==> src/rtl/dmem_arbiter.sv <==
// Two-port data-memory arbiter: round-robin grant, one registered memory access cycle,
// then a one-cycle response strobe to the granted port.
module dmem_arbiter #(
    parameter int ADDR_W = 32,
    parameter int DATA_W = 32
) (
    input  logic              clk,
    input  logic              reset,
    input  logic              p0_req,
    input  logic              p0_we,
    input  logic [ADDR_W-1:0] p0_addr,
    input  logic [DATA_W-1:0] p0_wdata,
    input  logic [1:0]        p0_size,
    input  logic              p0_unsign,
    output logic              p0_gnt,
    output logic              p0_rvalid,
    output logic [DATA_W-1:0] p0_rdata,
    output logic              p0_err,
    input  logic              p1_req,
    input  logic              p1_we,
    input  logic [ADDR_W-1:0] p1_addr,
    input  logic [DATA_W-1:0] p1_wdata,
    input  logic [1:0]        p1_size,
    input  logic              p1_unsign,
    output logic              p1_gnt,
    output logic              p1_rvalid,
    output logic [DATA_W-1:0] p1_rdata,
    output logic              p1_err,
    output logic              mem_read,
    output logic              mem_write,
    output logic              st_byte,
    output logic              st_hw,
    output logic              ld_byte,
    output logic              ld_hw,
    output logic              unsign,
    output logic [ADDR_W-1:0] mem_addr,
    output logic [DATA_W-1:0] mem_wdata,
    input  logic [DATA_W-1:0] mem_rdata
);

    localparam logic [1:0] IDLE   = 2'd0;
    localparam logic [1:0] ACCESS = 2'd1;
    localparam logic [1:0] RESP   = 2'd2;

    logic [1:0]        state, state_nxt;
    logic              ptr;
    logic              cmd_we, cmd_unsign, cmd_port;
    logic [1:0]        cmd_size;
    logic [ADDR_W-1:0] cmd_addr;
    logic [DATA_W-1:0] cmd_wdata;
    logic [DATA_W-1:0] resp_data;
    logic              resp_err, resp_port;
    logic              can_grant, any_gnt, misaligned, in_access, go;

    // Gated by reset so no grant escapes while the block is held in reset.
    assign can_grant = reset && (state != ACCESS);
    assign p0_gnt    = can_grant && p0_req && (!p1_req || !ptr);
    assign p1_gnt    = can_grant && p1_req && (!p0_req || ptr);
    assign any_gnt   = p0_gnt || p1_gnt;

    always_comb begin
        misaligned = 1'b0;
        if (cmd_size == 2'b01)
            misaligned = cmd_addr[0];
        else if (cmd_size[1])
            misaligned = |cmd_addr[1:0];
    end

    assign in_access = (state == ACCESS);
    assign go        = in_access && !misaligned;
    assign mem_read  = go && !cmd_we;
    assign mem_write = go && cmd_we;
    assign st_byte   = go && cmd_we && (cmd_size == 2'b00);
    assign st_hw     = go && cmd_we && (cmd_size == 2'b01);
    assign ld_byte   = go && !cmd_we && (cmd_size == 2'b00);
    assign ld_hw     = go && !cmd_we && (cmd_size == 2'b01);
    assign unsign    = in_access && cmd_unsign;
    assign mem_addr  = cmd_addr;
    assign mem_wdata = cmd_wdata;

    assign p0_rvalid = (state == RESP) && !resp_port;
    assign p1_rvalid = (state == RESP) && resp_port;
    assign p0_rdata  = p0_rvalid ? resp_data : '0;
    assign p1_rdata  = p1_rvalid ? resp_data : '0;
    assign p0_err    = p0_rvalid && resp_err;
    assign p1_err    = p1_rvalid && resp_err;

    always_comb begin
        state_nxt = IDLE;
        case (state)
            ACCESS:  state_nxt = RESP;
            default: state_nxt = any_gnt ? ACCESS : IDLE;
        endcase
    end

    always_ff @(posedge clk or negedge reset) begin
        if (!reset) begin
            state      <= IDLE;
            ptr        <= 1'b0;
            cmd_we     <= 1'b0;
            cmd_unsign <= 1'b0;
            cmd_port   <= 1'b0;
            cmd_size   <= 2'b00;
            cmd_addr   <= '0;
            cmd_wdata  <= '0;
            resp_data  <= '0;
            resp_err   <= 1'b0;
            resp_port  <= 1'b0;
        end else begin
            state <= state_nxt;
            if (any_gnt) begin
                ptr        <= p0_gnt;
                cmd_port   <= p1_gnt;
                cmd_we     <= p1_gnt ? p1_we     : p0_we;
                cmd_unsign <= p1_gnt ? p1_unsign : p0_unsign;
                cmd_size   <= p1_gnt ? p1_size   : p0_size;
                cmd_addr   <= p1_gnt ? p1_addr   : p0_addr;
                cmd_wdata  <= p1_gnt ? p1_wdata  : p0_wdata;
            end
            // Stores and faulting accesses return zero data.
            if (in_access) begin
                resp_data <= mem_read ? mem_rdata : '0;
                resp_err  <= misaligned;
                resp_port <= cmd_port;
            end
        end
    end

endmodule
==> config.mk <==
export PLATFORM = sky130hd
export DESIGN_NAME = dmem_arbiter
export DESIGN_NICKNAME = d
export VERILOG_FILES = /design/src/rtl/dmem_arbiter.sv
export SDC_FILE = /design/constraint.sdc
export NUM_CORES = 1
export LEC_CHECK = 0
export ABC_AREA = 0
export CORE_ASPECT_RATIO = 0.9
export CORE_MARGIN = 10
export CORE_UTILIZATION = 41
export CTS_BUF_LIST = sky130_fd_sc_hd__clkbuf_16
export DETAILED_ROUTE_END_ITERATION = 6
export PLACE_DENSITY = 0.83
export SLEW_MARGIN = 20
export SYNTH_ARGS = -nofsm -noshare
export SYNTH_HDL_FRONTEND = slang
export SYNTH_SLANG_ARGS = --single-unit
export TNS_END_PERCENT = 10
==> constraint.sdc <==
create_clock -name clk -period 1.93 [get_ports clk]
set_input_delay 0.386 -clock clk [delete_from_list [all_inputs] [get_ports clk]]
set_output_delay 0.386 -clock clk [all_outputs]
set_load 0.01 [all_outputs]
* Word-level counts from Yosys, hierarchy flattened
Index checks and enable logic that the tools add are counted.
** Word-level totals
- Bits in read-only memories :: 0
- Bits of input ports :: 172
- Logic and storage cells :: 55
- Bits in registers :: 106
- Memories kept :: 0
- Memory bits (writable) :: 0
- Latch bits :: 0
** Operators by class
- $mul :: 0
- Equality and inequality tests :: 4
- $add $sub $neg :: 0
- Order comparisons :: 0
- Reduce and logical (&&, ||, !) cells :: 28
- Div/mod/pow operators :: 0
- Shifts and indexed selects :: 0
- Bitwise logic cells :: 0
- Mux-type cells :: 12
** Operators by type and width (count)
- 32-bit 2-to-1 mux :: 5
- 1-bit logical AND :: 17
- 1-bit logical NOT :: 6
- 1-bit 2-to-1 mux :: 5
- 2-bit by 1-bit equality test with 1-bit output (second input constant) :: 2
- 2-bit 2-to-1 mux :: 2
- 1-bit logical OR :: 3
- 2-bit equality test (second input constant) :: 1
- 2-bit logical NOT :: 1
- 2-bit by 1-bit != test with 1-bit output (second input constant) :: 1
- 2-bit OR reduction :: 1

* Longest topological paths before layout
Gate-level depths: netlist of run 1.
- Depth after elaboration :: 7
- Gate-level depth with buffers :: 8
- Depth with buffers taken out :: 4

* Least setup slack after synthesis of run 1
No wires, ideal clock.
- Path kind :: register to output
- From :: register state[1]
- To :: output st_byte
- Required time :: 1544 ps
- Slack :: 32 ps
- Stages on the path, launching flop included :: 6
- Arrival time :: 1512 ps
- Cell sequence :: dfrtp_1 nand2b_2 buf_2 buf_2 buf_1 nor4b_1
** Between the ends
- Longest elaborated chain between the ends :: 4
** RTL lines
- start: declaration :: line 45 : logic [1:0] state, state_nxt;
- start signal: assignment :: line 110 : state <= state_nxt;
- 2-bit by 1-bit equality test with 1-bit output :: line 69 : assign in_access = (state == ACCESS);
- 1-bit logical AND :: line 70 : assign go = in_access && !misaligned;
- 1-bit logical AND (2 in a row) :: line 73 : assign st_byte = go && cmd_we && (cmd_size == 2'b00);
- end: declaration :: line 31 : output logic st_byte,
No other way between the ends.

* Worst setup path in the final report of run 1
- From :: register state[1]
- To :: output p1_rdata[24]
** Between the ends
- Longest elaborated chain between the ends :: 3
** RTL lines
- 2-bit equality test :: line 82 : assign p1_rvalid = (state == RESP) && resp_port;
- 1-bit logical AND :: line 82
- 32-bit 2-to-1 mux :: line 84 : assign p1_rdata = p1_rvalid ? resp_data : '0;
- end: declaration :: line 27 : output logic [DATA_W-1:0] p1_rdata,
No other way between the ends.

==> flow_summary.rst, run 1 <==
.. list-table::
   :header-rows: 1

   * - Metric
     - Value
   * - Violations in the final reports
     - negative setup slack
   * - Placement Rows
     - 42
   * - Design area
     - 9711 um^2
   * - Mapped Area
     - 6223 um^2
   * - Multiplexer share of the synthesized area
     - 0%
   * - Fill cells
     - 1254
   * - Seq/Total Area, Yosys
     - approximately 43%
   * - Half-perimeter wire length after detailed placement
     - 17.51 mm
   * - Routed wire per std cell
     - 22.19 um
   * - Maximum clock insertion buffer count
     - 2
   * - End of the worst register-to-register path
     - mem_addr[27]
   * - Net count reported at finish
     - 1110
   * - CP Launch Type
     - register
   * - Die outline height
     - 136.9 um
   * - H-Tree Level Count
     - 3
   * - Design Power
     - 7309 uW
   * - Hold Fails Final Rpt
     - 0
   * - Setup crit start
     - state[1]
   * - Root buffer selected by CTS
     - sky130_fd_sc_hd__clkbuf_16
   * - Dominant combinational cell family by area after synthesis
     - compound AO/OA/AOI/OAI gates
   * - Data required time at the worst endpoint
     - 1540 ps
   * - CTS tree
     - done
   * - Clk pin slew, worst setup/hold paths
     - around 80 ps
   * - Worst flop-to-flop path startpoint
     - state[0]
   * - Largest net degree at the start of global routing
     - 137
   * - Total grt overflow
     - 0
   * - Maximum vdd drop
     - around 540 uV
   * - R2R setup slack
     - 50 ps
   * - Via/cell ratio
     - 6.023
   * - Power per unit of standard cell area
     - 752.7 nW/um^2
   * - Area post-placement
     - ~9500 um^2
   * - Final worst path period share
     - 102.2%
   * - Via count of the first global-routing pass
     - just under 7000
   * - Post-detailed-routing wire length
     - 25.32 mm
   * - Number of hold buffers added after cts
     - 0
   * - Type of the worst setup path
     - register to output port
   * - Compound-Gate Fraction of Synth Area
     - 28.59%
   * - Critical path fanouts, max
     - 17
   * - Total Negative Setup Slacks
     - -858.5 ps
   * - Worst Path Arrival
     - 1590 ps
   * - Floorplan core area
     - 14820 um^2
   * - Simple logic cell fraction of the synthesized area
     - 21.05%
   * - Register bit total from synthesis
     - between 100 and 150
   * - Number of port buffers
     - 312
   * - Fraction of the mapped netlist area in adder cells
     - 0%
   * - Mean Syn Cell Area
     - 9.166 um^2
   * - Antenna cells
     - 0
   * - Insertion delay to the later sink of the worst-skew pair
     - about 350 ps
   * - Unique masters post-synth
     - 28
   * - Number of instances in the synthesized netlist
     - 679
   * - RD Place Congestion
     - 0.8674
   * - Area delta synth->final
     - 56.03%
   * - Class of the tightest hold or removal check
     - primary input to async pin
   * - Wire length of the first global-routing pass
     - 38.57 mm
   * - Die extent in x
     - 149.9 um
   * - Worst setup slack after layout
     - -42.96 ps
   * - Parity-gate share of the synthesized area counting xor and xnor cells
     - 0%
   * - Sink count of the clock tree
     - 106
   * - Least-Margin Pin Slew
     - 994.5 ps
   * - Static power due to leakage
     - 0.003939 uW
   * - Global-route usage over all layers
     - 23.60%
   * - Run status
     - finished with violations
   * - Worst Clk Skew
     - 10.11 ps
   * - First-pass detailed-route iteration total
     - 4
   * - Unrepaired setup endpoints after global routing
     - yes
   * - Number of DRC markers after the initial detailed-route iteration
     - 518
   * - Total via count after detailed routing
     - slightly below 7000
   * - Termination of the worst setup path
     - p1_rdata[24]
   * - R2R depth
     - 6
   * - Starting density of the core
     - 42.00%
   * - Antenna violations before repair
     - 2
   * - Yosys Warn Count
     - 0
   * - Antenna Violating Nets Remaining
     - 0
   * - Max cap viols
     - 0
   * - Count of final setup violators
     - 34
   * - Top achievable clock speed
     - about 0.5 GHz
   * - Full die area
     - ~21000 um^2
   * - CTS Buf Count
     - 9
   * - Layout cells sized above 1
     - between 15 and 20%
   * - Io pins
     - roughly 310
   * - Max Transition Viols Final
     - 0
   * - Worst Setup End Kind
     - output port
   * - Syn nets
     - 851
   * - Final min period
     - 1973 ps
   * - Number of remaining DRC errors
     - 0
   * - Max-slew headroom
     - 33.70%
through the flow:
step                hold slack (ps)  util (%)  cells  setup slack, ps
floorplan                     90.41         -    679            31.66
global placement              452.1     64.37   1121           -325.3
detailed placement            499.3     64.37   1121           -423.6
CTS                           393.7     65.20   1143           -64.09
global route                  411.9     65.53   1141           -106.1
finish                        383.6     65.53   1141           -42.96
Yosys cell counts, drive strengths merged:
library cell  count  area share (%)
a31oi           137              14
nor4              2            0.20
nor2              2            0.12
dfrtp           106              43
nand2            71             4.3
a22o             32             4.5
nand3             1           0.080
and4b             1            0.16
inv               3            0.18
and3b             2            0.28
nor2b             1            0.10
or4              68             8.2
a21oi             2            0.16
clkbuf           79             4.8
a211oi            1            0.20
or2               2            0.20
nand2b            1            0.14
o41ai            68             9.6
buf              26             2.8
nor4b             1            0.14
and2             68             6.8
a41oi             1            0.14
nor3b             1            0.12
a21o              2            0.24
and3              1            0.18
placed cells by master (no fill, tap or decap), types with 2 or more instances in the layout:
cell                              count
sky130_fd_sc_hd__buf_4               30
sky130_fd_sc_hd__a21o_1               2
sky130_fd_sc_hd__and2_4              13
sky130_fd_sc_hd__buf_2               53
sky130_fd_sc_hd__dfrtp_1            105
sky130_fd_sc_hd__o41ai_1             68
sky130_fd_sc_hd__buf_6               27
sky130_fd_sc_hd__buf_12               8
sky130_fd_sc_hd__a22o_1              32
sky130_fd_sc_hd__and2_1              55
sky130_fd_sc_hd__inv_6                2
sky130_fd_sc_hd__inv_8                2
sky130_fd_sc_hd__clkdlybuf4s50_1    233
sky130_fd_sc_hd__a31oi_1            137
sky130_fd_sc_hd__nor2_1               2
sky130_fd_sc_hd__or4_1               68
sky130_fd_sc_hd__clkbuf_16            9
sky130_fd_sc_hd__nand2_1             71
how the worst min path moves through the flow:
stage | from | endpoint | slack [ps]
floorplan | reset | cmd_port | 90
global placement | cmd_port | resp_port | 450
detailed placement | cmd_port | cmd_port | 500
CTS | reset | cmd_port | 390
global route | reset | cmd_port | 410
finish | reset | mem_wdata[24] | 380
area by class of cell:
cell class	count	area (um^2)	area share [%]
Clock inverter	7	60.06	0.6185
Timing Repair Buffer	353	3319	34.18
Clock buffer	9	225.2	2.319
Sequential cell	106	2654	27.33
Multi-Input combinational cell	465	3189	32.84
Inverter	3	15.01	0.1546
Tap cell	198	247.7	2.551
critical path, cell delays in order, from the launching register on:
cell and delay, ps:
sky130_fd_sc_hd__dfrtp_1 400, sky130_fd_sc_hd__buf_6 120, sky130_fd_sc_hd__and3b_2 260, sky130_fd_sc_hd__buf_16 170
sky130_fd_sc_hd__and2_1 150, sky130_fd_sc_hd__buf_2 140
registers in the layout, indices dropped and copies added (netlist names):
| register | count |
|---|---|
| mem_addr | 32 |
| mem_wdata | 32 |
| resp_data | 32 |
| cmd_size | 2 |
| state | 2 |
| cmd_port | 1 |
| cmd_unsign | 1 |
| cmd_we | 1 |
| ptr | 1 |
| resp_err | 1 |
| resp_port | 1 |
timing repair:
action,in CTS,in global routing
gates cloned,2,0
setup endpoints to repair,77,87
buffers inserted,4,0
pin swaps,28,8
resized for setup,338,25
power breakdown:
group          leakage, uW  switching [uW]  total (uW)  internal (uW)
Combinational      0.00254            1240        2590           1350
Sequential         0.00126             275        2900           2630
Clock             0.000138             919        1820            903
layer usage:
layer	vias up	track usage (%)	share of wire (%)
li1	3204	-	-
met1	3271	27.72	39
met2	342	38.05	47
met3	51	10.23	11
met4	4	7.713	2.8
met5	-	0	0.083
kinds of logic (layout without fill, tap and decap cells):
family / count (synthesis) / in the layout
simple gates: 222 / 222
compound gates: 243 / 243
buf+inv: 108 / 372
flops: 106 / 106
Power figures use the tool's default switching activity.
==> run 2: changes to the inputs <==
==> constraint.sdc (replaced) <==
create_clock -name clk -period 2.2 [get_ports clk]
set_input_delay 0.44 -clock clk [delete_from_list [all_inputs] [get_ports clk]]
set_output_delay 0.44 -clock clk [all_outputs]
set_load 0.01 [all_outputs]
==> run 2 against run 1 <==
Compared with the run above:
- the flow now finishes without violations
- combinational power fell by 16%
- sequential share of layout area rose by 0.15 points
- non-clock buffer count fell by 14
- via count fell by 0.58%
- clock-buffer cell count did not move
- power fell by 14%
- setup slack improved by 110 ps
- critical path type unchanged
==> flow_summary.rst, run 2 (synthesized netlist as in run 1, its figures left out) <==
.. list-table::
   :header-rows: 1

   * - Metric
     - Value
   * - H-Tree Level Count
     - 3
   * - Data required time at the worst endpoint
     - 1760 ps
   * - Worst flop-to-flop path startpoint
     - state[0]
   * - Class of the tightest hold or removal check
     - primary input to async pin
   * - Full die area
     - 20510 um^2
   * - Least-Margin Pin Slew
     - 829.3 ps
   * - Leading cell type in the layout, fill and taps excluded
     - sky130_fd_sc_hd__clkdlybuf4s50_1
   * - Largest net degree at the start of global routing
     - 137
   * - Routed wire per std cell
     - roughly 22 um
   * - Worst Clk Skew
     - 6.397 ps
   * - Max-slew headroom
     - 44.72%
   * - Sink count of the clock tree
     - 106
   * - Count of final setup violators
     - 0
   * - Number of DRC markers after the initial detailed-route iteration
     - 414
   * - Met2 layer wire length in the routed design
     - 11.60 mm
   * - Power per unit of standard cell area
     - 653.4 nW/um^2
   * - Static power due to leakage
     - approximately 0.0040 uW
   * - Global-route usage over all layers
     - 22.50%
   * - Worst Setup End Kind
     - output port
   * - Io pins
     - approximately 310
   * - Area delta synth->final
     - 55.09%
   * - RD Place Congestion
     - 0.8246
   * - Hold Fails Final Rpt
     - 0
   * - Via count of the first global-routing pass
     - 6356
   * - Wire length of the first global-routing pass
     - 37.00 mm
   * - Top routing layer used
     - met5
   * - R2R depth
     - 6
   * - Maximum clock insertion buffer count
     - 2
   * - Top achievable clock speed
     - between 0.4 and 0.5 GHz
   * - Insertion delay to the later sink of the worst-skew pair
     - between 300 and 400 ps
   * - Starting density of the core
     - 42.00%
   * - R2R setup slack
     - 200 ps
   * - Post-detailed-routing wire length
     - 24.51 mm
   * - Clk pin slew, worst setup/hold paths
     - 80 ps
   * - Final min period
     - 2131 ps
   * - Antenna violations before repair
     - 3
   * - CP Launch Type
     - register
   * - Half-perimeter wire length after detailed placement
     - ~17 mm
   * - Wire length on met1
     - ~9.5 mm
   * - Design area
     - 9652 um^2
   * - CTS Buf Count
     - 9
   * - Antenna Violating Nets Remaining
     - 0
   * - First-pass detailed-route iteration total
     - 5
   * - Root buffer selected by CTS
     - sky130_fd_sc_hd__clkbuf_16
   * - Critical path fanouts, max
     - 4
   * - Max Transition Viols Final
     - 0
   * - Total via count after detailed routing
     - 6832
   * - Most used cells in the layout excluding fill and tap cells
     - sky130_fd_sc_hd__clkdlybuf4s50_1 (233), sky130_fd_sc_hd__a31oi_1 (137), sky130_fd_sc_hd__dfrtp_1 (106)
   * - Die outline height
     - between 100 and 150 um
   * - Maximum vdd drop
     - ~400 uV
   * - Final worst path period share
     - between 90 and 100%
   * - Fill cells
     - 1265
   * - Number of remaining DRC errors
     - 0
   * - Minimum hold slack
     - 165.4 ps
   * - Number of port buffers
     - approximately 310
   * - Post-CTS setup buffer count
     - 0
   * - Met3 wire len
     - 3.165 mm
   * - Type of the worst setup path
     - register to output port
   * - Net count reported at finish
     - 1096
   * - End of the worst register-to-register path
     - mem_addr[15]
   * - Via/cell ratio
     - 6.051
   * - Setup crit start
     - mem_addr[0]
   * - Worst Path Arrival
     - 1690 ps
   * - Floorplan core area
     - 14820 um^2
   * - Max cap viols
     - 0
   * - Layout cells sized above 1
     - 6.459%
   * - Area post-placement
     - 9439 um^2
   * - Placement Rows
     - between 40 and 50
   * - Run status
     - finished clean
   * - Die extent in x
     - 149.9 um
   * - CTS tree
     - done
   * - Total grt overflow
     - 0
   * - Unrepaired setup endpoints after global routing
     - no
run 2: cell count changes in the layout (fill, tap and decap cells not counted), sizes merged:
cell,previous run,this run
buf,119,30
clkbuf,10,9
clkdlybuf4s15,0,3
clkinv,3,4
clkinvlp,1,0
diode,0,2
dlygate4sd2,0,73
run 2: metal layers:
layer	track usage, %	up-vias
li1	-	3171
met1	26.92	3304
met2	36.33	337
met3	11.26	18
met4	3.506	2
met5	0	-
run 2: stage by stage:
stage                     std cells  power (uW)  TNS [ps]  utilization, %  setup WS, ps
after CTS                      1127        6360         0           65.09         10.59
after floorplan                 679        3531         0               -         247.7
after global routing           1127        6651         0           65.10         4.080
after global placement         1111        4733     -2147           63.69        -171.0
after detailed placement       1111        4776     -3016           63.69        -171.6
final                          1129        6307         0           65.13         69.19
run 2: what timing repair did:
| item | 4_1_cts | 5_1_grt |
|---|---|---|
| hold buffers | 0 | 0 |
| pin swaps | 1 | 0 |
| resized for setup | 86 | 3 |
| endpoints found under the setup margin | 77 | 3 |
run 2: report_power, final:
| part | internal [uW] | leakage (uW) | switching, uW |
|---|---|---|---|
| sequential | 2300 | 0.00126 | 235 |
| combinational | 1130 | 0.00261 | 1050 |
| clock | 792 | 0.000143 | 802 |
run 2: worst max-delay path, cell delays in order, from the launching register on:
cell	delay (ps)
sky130_fd_sc_hd__dfrtp_1	420
sky130_fd_sc_hd__or2_4	260
sky130_fd_sc_hd__a21oi_2	170
sky130_fd_sc_hd__and4b_1	210
sky130_fd_sc_hd__clkdlybuf4s15_1	280
run 2: final cells by class:
| type | count | area, um^2 | share of cell area, % |
|---|---|---|---|
| Timing Repair Buffer | 339 | 3318 | 34.38 |
| Multi-Input combinational cell | 465 | 3128 | 32.41 |
| Sequential cell | 106 | 2653 | 27.48 |
| Tap cell | 198 | 247.7 | 2.567 |
| Clock buffer | 9 | 225.2 | 2.333 |
| Clock inverter | 7 | 60.06 | 0.6222 |
| Inverter | 3 | 15.01 | 0.1556 |
| Antenna cell | 2 | 5.005 | 0.05185 |
run 2: worst max path at each step:
stage	end	slack, ps	cells past startpoint
after global routing	st_hw	4	4
final	st_hw	70	4
after global placement	p1_gnt	-170	4
after detailed placement	p1_gnt	-170	4
after CTS	ld_hw	10	4
after floorplan	st_byte	250	5
==> run 3: changes to the inputs <==
--- a/config.mk
+++ b/config.mk
@@ -12,7 +12,6 @@
 export CTS_BUF_LIST = sky130_fd_sc_hd__clkbuf_16
 export DETAILED_ROUTE_END_ITERATION = 6
 export PLACE_DENSITY = 0.83
-export SLEW_MARGIN = 20
 export SYNTH_ARGS = -nofsm -noshare
 export SYNTH_HDL_FRONTEND = slang
 export SYNTH_SLANG_ARGS = --single-unit
==> results of run 3 <==
The final DEF is identical to that of run 2; final timing and power are the same.
